$ cat src/rtl/draw_scheduler_pkg.sv
// draw_scheduler_pkg: shared state encoding and object indices for the per-frame draw sequencer
package draw_scheduler_pkg;
  localparam int NUM_OBJ = 5;
  localparam int OBJ_PLAYER = 0;
  localparam int OBJ_E0 = 1;
  localparam int OBJ_E1 = 2;
  localparam int OBJ_E2 = 3;
  localparam int OBJ_E3 = 4;
  typedef enum logic [2:0] {IDLE, E_ISSUE, E_WAIT, LOAD, D_ISSUE, D_WAIT, DONE} state_t;
endpackage

$ cat src/rtl/draw_scheduler.sv
// draw_scheduler: per-frame erase/load/redraw sequencer for the object mux and rectangle plotter
//   in:  clk, reset (sync, active-low), frame_tick, alive[NUM_OBJ], plot_done
//   out: control_signal[IDX_W], load, erase, plot_start, busy, frame_done, overrun, timeout_err
module draw_scheduler
  import draw_scheduler_pkg::*;
#(
  parameter int NUM_OBJ = draw_scheduler_pkg::NUM_OBJ,
  parameter int IDX_W = 4,
  parameter int PLOT_TIMEOUT = 1024
) (
  input  logic               clk,
  input  logic               reset,
  input  logic               frame_tick,
  input  logic [NUM_OBJ-1:0] alive,
  input  logic               plot_done,
  output logic [IDX_W-1:0]   control_signal,
  output logic               load,
  output logic               erase,
  output logic               plot_start,
  output logic               busy,
  output logic               frame_done,
  output logic               overrun,
  output logic               timeout_err
);
  localparam int TW = $clog2(PLOT_TIMEOUT);
  localparam logic [TW-1:0] T_LAST = TW'(PLOT_TIMEOUT - 1);
  localparam logic [IDX_W-1:0] I_LAST = IDX_W'(NUM_OBJ - 1);
  state_t state, state_n;
  logic [IDX_W-1:0] idx;
  logic [NUM_OBJ-1:0] drawn, sel;
  logic [TW-1:0] tcnt;
  logic pending, issue_st, wait_st, obj_on, last, t_hit, advance;
  always_comb begin
    sel = NUM_OBJ'(1) << idx;
    obj_on = |(drawn & sel);
    issue_st = state == E_ISSUE || state == D_ISSUE;
    wait_st = state == E_WAIT || state == D_WAIT;
    last = idx == I_LAST;
    // a plot_done coincident with plot_start is not seen: done only counts in WAIT
    t_hit = wait_st && !plot_done && tcnt == T_LAST;
    advance = (issue_st && !obj_on) || (wait_st && (plot_done || tcnt == T_LAST));
    state_n = state;
    unique case (state)
      IDLE:    state_n = frame_tick || pending ? E_ISSUE : IDLE;
      E_ISSUE: state_n = obj_on ? E_WAIT : last ? LOAD : E_ISSUE;
      E_WAIT:  state_n = !advance ? E_WAIT : last ? LOAD : E_ISSUE;
      LOAD:    state_n = D_ISSUE;
      D_ISSUE: state_n = obj_on ? D_WAIT : last ? DONE : D_ISSUE;
      D_WAIT:  state_n = !advance ? D_WAIT : last ? DONE : D_ISSUE;
      DONE:    state_n = IDLE;
      default: state_n = IDLE;
    endcase
  end
  assign control_signal = idx;
  assign load = state == LOAD;
  assign erase = state == E_ISSUE || state == E_WAIT;
  assign plot_start = issue_st && obj_on;
  assign busy = state != IDLE;
  assign frame_done = state == DONE;
  always_ff @(posedge clk) begin
    if (!reset) begin
      state <= IDLE;
      idx <= '0;
      drawn <= '0;
      pending <= 1'b0;
      tcnt <= '0;
      overrun <= 1'b0;
      timeout_err <= 1'b0;
    end else begin
      state <= state_n;
      if (state inside {IDLE, LOAD, DONE}) idx <= '0;
      else if (advance && !last) idx <= idx + 1'b1;
      tcnt <= wait_st ? tcnt + 1'b1 : '0;
      // an object whose draw timed out is treated as not on screen, so it is not erased next frame
      if (state == LOAD) drawn <= alive;
      else if (t_hit && state == D_WAIT) drawn <= drawn & ~sel;
      if (t_hit) timeout_err <= 1'b1;
      if (state == IDLE) pending <= 1'b0;
      else if (frame_tick) begin
        if (pending) overrun <= 1'b1;
        else pending <= 1'b1;
      end
    end
  end
endmodule

$ cat config.mk
export PLATFORM = sky130hd
export DESIGN_NAME = draw_scheduler
export DESIGN_NICKNAME = d
export VERILOG_FILES = /design/src/rtl/draw_scheduler_pkg.sv /design/src/rtl/draw_scheduler.sv
export SDC_FILE = /design/constraint.sdc
export NUM_CORES = 1
export LEC_CHECK = 0
export BUFFER_PORTS_ARGS = -buffer_cell sky130_fd_sc_hd__buf_2
export CORE_UTILIZATION = 45
export CTS_CLUSTER_SIZE = 20
export DETAILED_ROUTE_END_ITERATION = 10
export PLACE_DENSITY = 0.74
export RECOVER_POWER = 50
export SLEW_MARGIN = 20
export SYNTH_ARGS = -nofsm -noshare
export SYNTH_HDL_FRONTEND = slang
export SYNTH_SLANG_ARGS = --single-unit
$ cat constraint.sdc
create_clock -name clk -period 4.4 [get_ports clk]
set_input_delay 0.88 -clock clk [delete_from_list [all_inputs] [get_ports clk]]
set_output_delay 0.88 -clock clk [all_outputs]
set_load 0.02 [all_outputs]
==> parameters.txt <==
Parameter                              Value

Outcome
  Result of the run    complete, but fails checks
  Violations in the final reports    DRC

Timing
  Worst Skew    0.00501 ns
  Worst-Margin Slew    0.893 ns
  Final hold vios    0
  Hold_ws    0.474 ns
  Post-Route Setup TNS    0 ns
  Slack of the critical path    1.52 ns
  Worst slew margin relative to its limit    39.9%
  Pins Over Slew Limit    0
  Minimum clock period after layout    2.88 ns
  RSZ-0062 raised after global routing    false
  Final worst-path cycle share    65.5%
  Max Clock Freq    0.347 GHz
  # setup viols final    0

Floorplanning
  Die Y-Extent    57.7 um
  Starting density of the core    48.9%
  Number of placed I/O pins    20
  Row count    19
  Std-Cell Core Area    0.00285 mm^2
  Die Outline Area    0.00333 mm^2
  Horizontal die dimension    57.7 um

Detailed routing
  Detail-routed net length per standard cell    13.2 um
  Met3 routed WL    119 um
  Detailed Route Iter0 Violations    43
  First-pass DRT Iterations    7
  Metal-1 WL    1300 um
  Remaining DRCs    3
  Residual antenna-violating net count after detailed routing    0
  WL final    2700 um
  Top metal layer carrying routed signals    met4
  Routed vias    1143
  Per-cell via count in the routed design    5.58
  Met2 wire length    1260 um

Power and ir drop
  Total chip power    0.000387 W
  Combinational power share    11.3%
  Proportion of power drawn by flip-flops and latches    60.9%
  Proportion of total power due to net switching    26.8%
  Pleak    0.549 nW
  Internal cell power    0.000283 W
  Power share of the clock group    27.8%
  Power density cells    258 mW/mm^2
  Switching pwr    0.000104 W
  Worst voltage drop across the vdd grid    0.154 mV

Hold path
  Class of the tightest hold or removal check    reg -> reg

Yosys
  Distinct cell type count after synthesis    43
  Synth Warn #    0
  Cell accounting for the most synthesized area    sky130_fd_sc_hd__dfxtp_1
  Cell count after synthesis    157
  Number of enable-type register cells in the synthesized netlist    0
  Average instance area after synthesis    8.89 um^2
  Biggest area contributors in the synthesized netlist    sky130_fd_sc_hd__dfxtp_1 (36%), sky130_fd_sc_hd__ha_1 (5.4%), sky130_fd_sc_hd__nand3_1 (4.7%)
  Proportion of register bits with asynchronous set or reset after synthesis    0%
  Fraction of the yosys area taken by sequential cells    35.8%
  Share of the synthesized area in the top cell type    35.8%
  Flop and latch count out of synthesis    25
  Post-Synthesis Net Count    172
  Most instantiated flip-flop cell in the synthesis netlist    sky130_fd_sc_hd__dfxtp_1
  Post-synth design cell area    0.00140 mm^2

Worst setup path
  Endpoint required time on the critical path    3.52 ns
  Cell with the biggest individual delay on the critical path    sky130_fd_sc_hd__dfxtp_1
  Worst Path Arrival    2.00 ns
  Length in cells of the worst reg-to-reg path    5
  Beginning of the worst register-to-register path    state[0]
  Category of the most critical setup path    reg -> out
  Worst r2r dst    control_signal[3]
  Critical Path Sink    plot_start
  Setup slack on the worst flop-to-flop path    2.20 ns
  Max FO, Critical Path    7
  Setup crit start    control_signal[0]
  Setup crit start kind    flop
  Sequence of cells on the critical path    inv_1 -> ha_1 -> and2b_2 -> a32oi_4 -> and2_2 -> nor3_1 -> buf_2
  Type of element capturing the critical path    primary output
  Maximum cell stage delay along the critical path    0.45 ns

Placement
  Quantity of I/O buffers inserted on ports    19
  Global placer's final weighted congestion    0.820
  Post-detailed-placement half-perimeter wirelength    2030 um
  DP Worst Slack    1.90 ns
  Total placed cells including tap cells    201

Clock tree
  Clock edge transition at the registers on the reported setup and hold paths    0.14 ns
  Hold buffers post-CTS    0
  Post-cts repair resize count    0
  Clock Sinks    25
  Maximum level of the CTS H-tree    1
  Total setup buffers inserted after CTS    0
  Cell at the root of the clock tree    sky130_fd_sc_hd__clkbuf_4
  Number of buffers on the longest clock path    2
  Later-pin clock latency in the skew report    0.32 ns
  Number of buffers added by the clock tree synthesis step    3
  TritonCTS clock tree    yes

Flow run
  Max-cap viol count    0

Final layout
  Fraction of layout cells with a size suffix above 1    14.9%
  Antenna diodes    0
  Nets    190
  Layout Cells excl Fill    205
  Relative area change from synthesis to final layout    7.35%

Global route
  Combined global-route utilization of all metal layers    18.2%
  Wire length of the first global-routing pass    4750 um
  Via count of the first global-routing pass    1064
  Initial antenna violation count    0
  Largest net degree at the start of global routing    16
  Gr ovfl total    0
[worst min path at each step]
stage	start	cells past startpoint	endpoint	slack [ns]
after floorplan	tcnt[0]	1	tcnt[0]	0.43
after global placement	tcnt[0]	1	tcnt[0]	0.44
after detailed placement	drawn[4]	2	drawn[4]	0.46
after CTS	drawn[4]	2	drawn[4]	0.48
after global routing	drawn[4]	2	drawn[4]	0.50
final	drawn[4]	2	drawn[4]	0.47
[critical path: cells and delay by family, from the launching register on]
family                   cells  cell delay [ns]
adder cells (fa/ha/maj)      1             0.23
buffers and inverters        2             0.26
AO/OA/AOI/OAI                1             0.24
AND/OR/NAND/NOR              3             0.50
flip-flops                   1             0.45
[power groups by stage]
stage | clock, W | sequential (W) | combinational [W]
after global placement | 0 | 0.000240 | 0.0000423
final | 0.000107 | 0.000236 | 0.0000437
after CTS | 0.000110 | 0.000236 | 0.0000439
after global routing | 0.000123 | 0.000237 | 0.0000481
after floorplan | 0 | 0.000238 | 0.0000354
after detailed placement | 0 | 0.000240 | 0.0000435
[placed cells by master (no fill, tap or decap), types with 3 or more instances in the layout]
cell type,n
sky130_fd_sc_hd__and3_1,3
sky130_fd_sc_hd__xor2_1,5
sky130_fd_sc_hd__buf_2,13
sky130_fd_sc_hd__nor2b_1,4
sky130_fd_sc_hd__nor2_1,17
sky130_fd_sc_hd__nand3_1,13
sky130_fd_sc_hd__dfxtp_1,25
sky130_fd_sc_hd__clkbuf_1,6
sky130_fd_sc_hd__o21ai_0,3
sky130_fd_sc_hd__ha_1,6
sky130_fd_sc_hd__nand4_1,6
sky130_fd_sc_hd__inv_1,5
sky130_fd_sc_hd__nand2_1,17
sky130_fd_sc_hd__and3b_1,3
sky130_fd_sc_hd__clkbuf_4,3
sky130_fd_sc_hd__a21oi_1,6
sky130_fd_sc_hd__xnor2_1,5
sky130_fd_sc_hd__a21boi_0,5
[cells by family (layout without fill, tap and decap cells)]
group,Yosys count,after routing,synth area share [%]
AOI/OAI and AO/OA,24,24,16.0
xor gates and xnor gates,10,10,6.27
adders and majority gates,6,6,5.38
buffers and inverters,11,28,5.20
DFF,25,25,35.8
muxes,2,2,1.79
and+or+nand+nor,79,79,29.6
[per-layer routing]
layer,global-route usage [%],vias to the layer above
met5,0,-
met4,5.10,0
li1,-,585
met1,24.5,524
met3,3.57,2
met2,29.7,32
[flip-flops by register name (all words and copies together) (netlist names)]
register	flops
tcnt	10
drawn	5
control_signal	4
state	3
overrun	1
pending	1
timeout_err	1
[final cells by class]
type	instances	area (um^2)
clock inverters	1	7.51
fillers	278	1350
flip-flops and latches	25	500
clock buffers	3	22.5
inverters	5	18.8
repair buffers	19	87.6
well taps	31	38.8
multi-input cells	121	823
[synthesized netlist by cell type (2+ instances only)]
library cell and n:
sky130_fd_sc_hd__a21boi_0 5, sky130_fd_sc_hd__nor2_1 17, sky130_fd_sc_hd__clkbuf_1 2, sky130_fd_sc_hd__xnor2_1 5, sky130_fd_sc_hd__nand3_1 13, sky130_fd_sc_hd__nor2b_1 4
sky130_fd_sc_hd__a32oi_4 2, sky130_fd_sc_hd__and3b_1 3, sky130_fd_sc_hd__o311a_1 2, sky130_fd_sc_hd__dfxtp_1 25, sky130_fd_sc_hd__nand2b_1 2, sky130_fd_sc_hd__nand4_1 6
sky130_fd_sc_hd__inv_1 5, sky130_fd_sc_hd__nor3b_1 2, sky130_fd_sc_hd__clkbuf_8 2, sky130_fd_sc_hd__a21oi_1 6, sky130_fd_sc_hd__and3_1 3, sky130_fd_sc_hd__ha_1 6
sky130_fd_sc_hd__nand2_1 17, sky130_fd_sc_hd__xor2_1 5, sky130_fd_sc_hd__o21ai_0 3
[stage by stage]
| stage | utilization [%] | instance area, um^2 |
|---|---|---|
| after floorplan | - | 1400 |
| after global placement | 51.8 | 1480 |
| after detailed placement | 51.8 | 1480 |
| after CTS | 52.8 | 1510 |
| after global routing | 52.5 | 1500 |
| final | 52.5 | 1500 |
Note: power is estimated with default switching activity, not from simulation.
